**config.mk**
```make
export PLATFORM = sky130hd
export DESIGN_NAME = spi_write_arbiter_flat
export DESIGN_NICKNAME = d
export VERILOG_FILES = /design/src/rtl/spi_write_arbiter_if.sv /design/src/rtl/spi_write_arbiter.sv /design/src/flat_wrapper.sv
export SDC_FILE = /design/constraint.sdc
export NUM_CORES = 1
export LEC_CHECK = 0
export ABC_AREA = 1
export CAP_MARGIN = 25
export CORE_ASPECT_RATIO = 2
export CORE_MARGIN = 4
export CORE_UTILIZATION = 41
export CTS_CLUSTER_SIZE = 14
export DETAILED_ROUTE_END_ITERATION = 12
export HOLD_SLACK_MARGIN = 0.03
export PLACE_DENSITY = 0.74
export SLEW_MARGIN = 10
export SYNTH_ARGS = -nofsm -noshare
export SYNTH_HDL_FRONTEND = slang
export SYNTH_SLANG_ARGS = --single-unit
```
**constraint.sdc**
```tcl
create_clock -name clk -period 1.3 [get_ports clk]
set_input_delay 0.26 -clock clk [delete_from_list [all_inputs] [get_ports clk]]
set_output_delay 0.26 -clock clk [all_outputs]
set_load 0.005 [all_outputs]
```
**src/rtl/spi_write_arbiter_if.sv**
```systemverilog
// Requester-side write handshake for spi_write_arbiter.
//   reqN_valid  requester N has a write pending (held with payload until ready)
//   reqN_ready  write accepted in a cycle where valid&ready
//   reqN_addr   7-bit register address
//   reqN_data   8-bit write data
// master: the two requesters. slave: the arbiter.
interface spi_write_arbiter_if;
  logic       req0_valid;
  logic       req0_ready;
  logic [6:0] req0_addr;
  logic [7:0] req0_data;
  logic       req1_valid;
  logic       req1_ready;
  logic [6:0] req1_addr;
  logic [7:0] req1_data;

  modport master (
    output req0_valid, req0_addr, req0_data,
    output req1_valid, req1_addr, req1_data,
    input  req0_ready, req1_ready
  );

  modport slave (
    input  req0_valid, req0_addr, req0_data,
    input  req1_valid, req1_addr, req1_data,
    output req0_ready, req1_ready
  );
endinterface

```
**src/rtl/spi_write_arbiter.sv**
```systemverilog
// Round-robin arbiter and SPI master for two configuration requesters.
// Each accepted write becomes one 16-bit frame {1'b1, addr, data}, MSB first.
//   clk, rst  rising-edge clock, synchronous active-high reset
//   req       requester handshake (slave modport)
//   busy      high while a frame or its guard time is in progress
//   done      one-cycle pulse when a frame completes; done_id names its requester
//   nCS/SCLK/COPI  SPI pins (SCLK idles low, data sampled on rising edges)
module spi_write_arbiter #(
  parameter int unsigned CLK_DIV  = 4,
  parameter int unsigned CS_GUARD = 4
) (
  input  logic                  clk,
  input  logic                  rst,
  spi_write_arbiter_if.slave    req,
  output logic                  busy,
  output logic                  done,
  output logic                  done_id,
  output logic                  nCS,
  output logic                  SCLK,
  output logic                  COPI
);

  localparam int unsigned TMAX = (CLK_DIV > CS_GUARD) ? CLK_DIV : CS_GUARD;
  localparam int unsigned TW   = $clog2(TMAX);

  typedef enum logic [2:0] {
    IDLE,
    SETUP,
    HI,
    LO,
    HOLD,
    GUARD
  } state_t;

  state_t        state_q, state_d;
  logic [TW-1:0] timer_q, timer_d;
  logic [3:0]    bit_q, bit_d;
  logic [15:0]   sr_q, sr_d;
  logic          rr_q, rr_d;
  logic          grant;
  logic          accept;
  logic          half_end;
  logic          guard_end;

  // Both valid: serve the one not served last; otherwise whichever is valid.
  always_comb begin
    grant          = (req.req0_valid && req.req1_valid) ? ~rr_q : req.req1_valid;
    accept         = (state_q == IDLE) && !rst && (req.req0_valid || req.req1_valid);
    req.req0_ready = accept && !grant;
    req.req1_ready = accept && grant;
    half_end       = (timer_q == TW'(CLK_DIV - 1));
    guard_end      = (timer_q == TW'(CS_GUARD - 1));
  end

  always_comb begin
    state_d = state_q;
    timer_d = timer_q + 1'b1;
    bit_d   = bit_q;
    sr_d    = sr_q;
    rr_d    = rr_q;
    case (state_q)
      IDLE: begin
        timer_d = '0;
        if (accept) begin
          state_d = SETUP;
          sr_d    = grant ? {1'b1, req.req1_addr, req.req1_data}
                          : {1'b1, req.req0_addr, req.req0_data};
          bit_d   = 4'd15;
          rr_d    = grant;
        end
      end
      SETUP: begin
        if (half_end) begin
          state_d = HI;
          timer_d = '0;
        end
      end
      HI: begin
        if (half_end) begin
          timer_d = '0;
          if (bit_q == 4'd0) begin
            state_d = HOLD;
          end else begin
            state_d = LO;
            bit_d   = bit_q - 4'd1;
            sr_d    = {sr_q[14:0], 1'b0};
          end
        end
      end
      LO: begin
        if (half_end) begin
          state_d = HI;
          timer_d = '0;
        end
      end
      HOLD: begin
        if (half_end) begin
          state_d = GUARD;
          timer_d = '0;
        end
      end
      GUARD: begin
        if (guard_end) begin
          state_d = IDLE;
          timer_d = '0;
        end
      end
      default: begin
        state_d = IDLE;
        timer_d = '0;
      end
    endcase
  end

  always_comb begin
    nCS     = 1'b1;
    SCLK    = 1'b0;
    COPI    = 1'b0;
    busy    = (state_q != IDLE);
    done    = (state_q == GUARD) && (timer_q == '0);
    done_id = done && rr_q;
    if (state_q inside {SETUP, HI, LO, HOLD}) begin
      nCS  = 1'b0;
      SCLK = (state_q == HI);
      COPI = sr_q[15];
    end
  end

  always_ff @(posedge clk) begin
    if (rst) begin
      state_q <= IDLE;
      timer_q <= '0;
      bit_q   <= '0;
      sr_q    <= '0;
      rr_q    <= 1'b1;
    end else begin
      state_q <= state_d;
      timer_q <= timer_d;
      bit_q   <= bit_d;
      sr_q    <= sr_d;
      rr_q    <= rr_d;
    end
  end

endmodule

```
**src/flat_wrapper.sv**
```systemverilog
// flat-port wrapper written by rule: the top's interface ports become plain ports
module spi_write_arbiter_flat 
#(
  parameter int unsigned CLK_DIV  = 4,
  parameter int unsigned CS_GUARD = 4
)
  (clk, rst, busy, done, done_id, nCS, SCLK, COPI, req_req0_valid, req_req0_addr, req_req0_data, req_req1_valid, req_req1_addr, req_req1_data, req_req0_ready, req_req1_ready);
  spi_write_arbiter_if req_i ();
  input  logic clk;
  input  logic rst;
  output logic busy;
  output logic done;
  output logic done_id;
  output logic nCS;
  output logic SCLK;
  output logic COPI;
  input wire logic [$bits(req_i.req0_valid)-1:0] req_req0_valid;
  input wire logic [$bits(req_i.req0_addr)-1:0] req_req0_addr;
  input wire logic [$bits(req_i.req0_data)-1:0] req_req0_data;
  input wire logic [$bits(req_i.req1_valid)-1:0] req_req1_valid;
  input wire logic [$bits(req_i.req1_addr)-1:0] req_req1_addr;
  input wire logic [$bits(req_i.req1_data)-1:0] req_req1_data;
  output wire logic [$bits(req_i.req0_ready)-1:0] req_req0_ready;
  output wire logic [$bits(req_i.req1_ready)-1:0] req_req1_ready;
  assign req_i.req0_valid = req_req0_valid;
  assign req_i.req0_addr = req_req0_addr;
  assign req_i.req0_data = req_req0_data;
  assign req_i.req1_valid = req_req1_valid;
  assign req_i.req1_addr = req_req1_addr;
  assign req_i.req1_data = req_req1_data;
  assign req_req0_ready = req_i.req0_ready;
  assign req_req1_ready = req_i.req1_ready;
  spi_write_arbiter #(.CLK_DIV(CLK_DIV), .CS_GUARD(CS_GUARD)) u_core (.clk(clk), .rst(rst), .req(req_i), .busy(busy), .done(done), .done_id(done_id), .nCS(nCS), .SCLK(SCLK), .COPI(COPI));
endmodule
```
Yosys cells after proc, flatten, opt, wreduce, memory -nomap -nowiden
Cells that the tools add are included.
- add/sub/neg operators: 2
- eq/ne operators: 12
- multiplexer cells: 20
- bitwise logic cells: 2
- reduce and logical (&&, ||, !) cells: 22
- operators with widths (operator ; number):
    16-bit two-way mux ; 3
    16-bit one-hot mux with 2 select lines ; 1
    3-bit two-way mux ; 6
    15-bit two-way mux ; 1
    3-bit one-hot mux with 5 select lines ; 1
    4-bit two-way mux ; 3
    2-bit by 1-bit inequality test with 1-bit output, second input constant ; 5
    4-bit one-hot mux with 2 select lines ; 1
    1-bit logical AND ; 7
    3-bit by 2-bit == test with 1-bit output, second input constant ; 2
    3-bit == test, second input constant ; 2
    5-bit AND reduction ; 1
    5-bit OR reduction ; 1
    4-bit logical NOT ; 1
    1-bit two-way mux ; 4
    4-bit AND reduction ; 1
    4-bit nonzero test ; 1
    4-bit by 1-bit subtractor with 4-bit output, second input constant ; 1
    3-bit by 1-bit == test with 1-bit output, second input constant ; 1
    3-bit logical NOT ; 1
    3-bit nonzero test ; 1
    3-bit OR reduction ; 1
    2-bit by 1-bit adder with 2-bit output, second input constant ; 1
    2-bit == test, second input constant ; 1
    other kinds (8) ; 10
- register bits after elaboration: 26
- bits of input ports: 34
- output and inout port bits: 8
- logic and storage cells: 63

Logic depth before layout (Yosys ltp)
- word-level depth: 5
- gate-level depth with buffers: 10
- gate-level depth less buffers: 9

Least setup slack after synthesis
Ideal clock, no wire load.
- path kind: reg-to-reg
- start: register u_core.bit_q[0]
- end: register u_core.sr_q[5]
- library setup time: 0.113 ns
- arrival time: 1.252 ns
- data required time: 1.187 ns
- path slack: -0.065 ns
- cell stages (with the launch flop): 10
- buffers on the path: 1
- period minus slack after synthesis: 1.365 ns
- cells stage by stage: dfxtp_1 -> inv_1 -> ha_1 -> nand2_1 -> nand2_1 -> nand2_2 -> nand3_4 -> buf_6 -> nor2_1 -> nor2_1
- longest elaborated chain between the ends: 3
- ends and longest elaborated chain (element ; line ; source):
    start: declaration ; spi_write_arbiter.sv:37 ; logic [3:0] bit_q, bit_d;
    start signal: assignment ; spi_write_arbiter.sv:139 ; bit_q <= bit_d;
    4-bit logical NOT ; spi_write_arbiter.sv:81 ; if (bit_q == 4'd0) begin
    2-bit inequality test (no source line) ; n/a ;
    4-bit AND reduction (no source line) ; n/a ;
    end signal: assignment ; spi_write_arbiter.sv:140 ; sr_q <= sr_d;
    end: declaration ; spi_write_arbiter.sv:38 ; logic [15:0] sr_q, sr_d;
Every way passes these cells.
A chain may end at the register's enable or synchronous reset.

Worst setup path in the final report
- start: register u_core.state_q[0]
- end: output COPI
- longest elaborated chain between the ends: 3
- elaborated cells between the ends (all ways): 6
- classes of those cells: eq/ne: 4; mux: 1; reduce/logical: 1
- ends and longest elaborated chain (element ; line ; source):
    start: declaration ; spi_write_arbiter.sv:35 ; state_t state_q, state_d;
    start signal: assignment ; spi_write_arbiter.sv:137 ; state_q <= state_d;
    3-bit by 1-bit == test with 1-bit output, or another cell as far along ; spi_write_arbiter.sv:122 ; if (state_q inside {SETUP, HI, LO, HOLD}) begin
    4-bit nonzero test (*) ; spi_write_arbiter.sv:122 ;
    1-bit two-way mux (*) ; spi_write_arbiter.sv:122 ;
    end: declaration ; flat_wrapper.sv:16 ; output logic COPI;
Mark *: on every way between the ends. The rest lies on a longest branch, timed or not.

==> flow_metrics.tcl <==
set metrics [dict create \
    p_leak_uw 0.00152 \
    drc 0 \
    stdcell_area_mm2 0.00307 \
    place_area_mm2 0.00244 \
    met2_length_um 3580 \
    synth.distinct_cells 22 \
    max_slew_margin 0.771 \
    fin_cells 434 \
    cts_tree "done" \
    synthToLayoutAreaGrowth_pct 70.9 \
    ir_drop_v 0.00177 \
    syn-mean-instance-area_um2 5.98 \
    critPathLaunchType "register" \
    met1_length_um 2200 \
    grt_overflow 0 \
    clock.fmax_ghz 0.650 \
    ios 42 \
    drive_gt1_frac 0.366 \
    outcome "complete, but fails checks" \
    drtIter0Drc 26 \
    ctsRootBufferMaster "clkbuf_8" \
    ant_nets 0 \
    hold_class "register to register" \
    nNetsFinal 420 \
    fin_crit_sh 1.18 \
    holdWs_ns 0.472 \
    cts_max_level 1 \
    period_needed_ns 1.54 \
    rsz0062_at_grt "true" \
    dpl_worst_slack_ns -0.683 \
    avgRoutedWirePerCell_um 14.3 \
    setup_viol 31 \
    first_pass_iters 6 \
    diodes 0 \
    slew_viol_final 0 \
    worstSetupPathType "register to output port" \
    hpwl_um 3480 \
    n_fill_cell 307 \
    grt_max_degree 32 \
    syn_inst 300 \
    cap_violations 0 \
    vias_per_cell 4.95 \
    setup_tns_ns -5.70 \
    placed_cells 411 \
    clk_latency_ns 0.27 \
    endpoint_kind "output port" \
    powerDensity_mw_per_mm2 2360 \
    gp_congestion 0.908 \
    worst_slack_ns -0.238 \
    numCtsBuffers 3 \
    fin_skew_ns 0.00290 \
    wirelength_um 6200 \
    grt_pass1_wl_um 8610 \
    worstMarginPinSlew_ns 0.340 \
    synth_area_mm2 0.00180 \
    die_x_um 54.8 \
    crit_required_ns 1.04 \
    core_mm2 0.00417 \
    grt_use_total 0.207 \
    vias 2147 \
    clock_path_buffers 2 \
    grt_pass1_vias 2098 \
    antenna_found_initial 0 \
    die_area_mm2 0.00557 \
    failed_checks "setup timing" \
    cts_sinks 26 \
    io_buffers 41 \
    core.rowCount 33 \
    yosysWarnings 0 \
    clk_transition_reported_paths_ns 0.09 \
    cp_data_arrival_time_ns 1.28 \
    hold_viol_final 0 \
    path_max_fanout 2 \
    wl_met3_um 182 \
    holdBufCountCts 0 \
    synthesis.nets 337 \
    start_util 0.431 \
    ys_seq_elements 26 \
    top_layer_used "met4" \
    ys_seq_area_frac 0.290 \
    die_h_um 102 \
]
## per-layer routing
layer,global-route usage,up-vias
li1,-,1076
met1,0.202,987
met2,0.387,64
met3,0.0206,20
met4,0.123,0
met5,0,-
## synthesized netlist by cell type (all sizes together)
library cell / instances / area [µm²]
nor3: 2 / 10.0
nand2: 75 / 292
a21oi: 2 / 10.0
nand4: 6 / 37.5
nor2: 62 / 240
inv: 55 / 206
nand3: 26 / 143
clkbuf: 3 / 21.3
dfxtp: 26 / 521
nand3b: 14 / 105
ha: 3 / 37.5
o21ai: 16 / 91.3
and3: 1 / 6.26
buf: 9 / 75.1
## area by class of cell
type | instances | area, µm² | share of cell area
Clock buffer | 3 | 41.3 | 0.0135
Clock inverter | 1 | 30.0 | 0.00979
Inverter | 55 | 214 | 0.0697
Sequential cell | 26 | 534 | 0.174
Multi-Input combinational cell | 207 | 1280 | 0.419
Tap cell | 52 | 65.1 | 0.0212
Timing Repair Buffer | 90 | 898 | 0.293
## stage by stage
step / power, µW / util
floorplan: 3170 / -
global placement: 4290 / 0.586
detailed placement: 4350 / 0.586
CTS: 5990 / 0.672
global route: 7730 / 0.736
finish: 7240 / 0.736
## critical path, cell delays in order (launching register included)
cell and delay (ns):
dfxtp_4 0.37, buf_6 0.11, inv_6 0.03, nor3_4 0.15
inv_2 0.09, nand3_2 0.09, nor2_2 0.04, buf_2 0.12
## layout by cell type, fill, tap and decap left out, types with 5 or more instances in the layout
cell type        count
nand2_4             13
nor2_2              11
buf_6               17
dfxtp_1             21
nor2_1              38
nand2_2             15
buf_4               29
clkdlybuf4s50_1     30
buf_2                5
nand2_1             47
inv_1               44
inv_2                9
o21ai_0             15
nand3b_1            14
nor2_4              13
nand4_1              6
nand3_1             21
## final timing paths
path                                                     start  depth (start not counted)  slack, ns                           end
worst max-delay path            u_core.state_q[0]$_SDFFE_PP0P_                          7      -0.24                          COPI
worst min-delay path              u_core.bit_q[1]$_SDFFE_PP0P_                          2       0.47  u_core.bit_q[1]$_SDFFE_PP0P_
worst max register to register  u_core.state_q[0]$_SDFFE_PP0P_                          9      -0.23   u_core.sr_q[9]$_SDFFE_PP0P_
worst min register to register    u_core.bit_q[1]$_SDFFE_PP0P_                          2       0.47  u_core.bit_q[1]$_SDFFE_PP0P_
## sequential cells by signal, indices dropped and copies added, names as in the netlist
name            flops
u_core.sr_q        16
u_core.bit_q        4
u_core.state_q      3
u_core.rr_q         1
u_core.timer_q      2
## what timing repair did
| action | in CTS | in global routing |
|---|---|---|
| setup endpoints to repair | 31 | 31 |
| buffers inserted | 12 | 4 |
| pin swaps | 24 | 26 |
| gates resized for setup | 99 | 54 |
| cloned | 1 | 3 |
## report_power, final
part	internal, µW	switching, µW
logic	2570	2720
clock network	412	255
registers	1130	157
## logic make-up (layout without fill, tap and decap cells)
group / count (synthesis) / in the layout / synth area share
adder cells (fa/ha/maj): 3 / 3 / 0.0209
AO/OA/AOI/OAI: 18 / 18 / 0.0564
buffers and inverters: 67 / 149 / 0.169
AND/OR/NAND/NOR: 186 / 186 / 0.464
flip-flops: 26 / 26 / 0.290
Note: power is estimated with default switching activity, not from simulation.
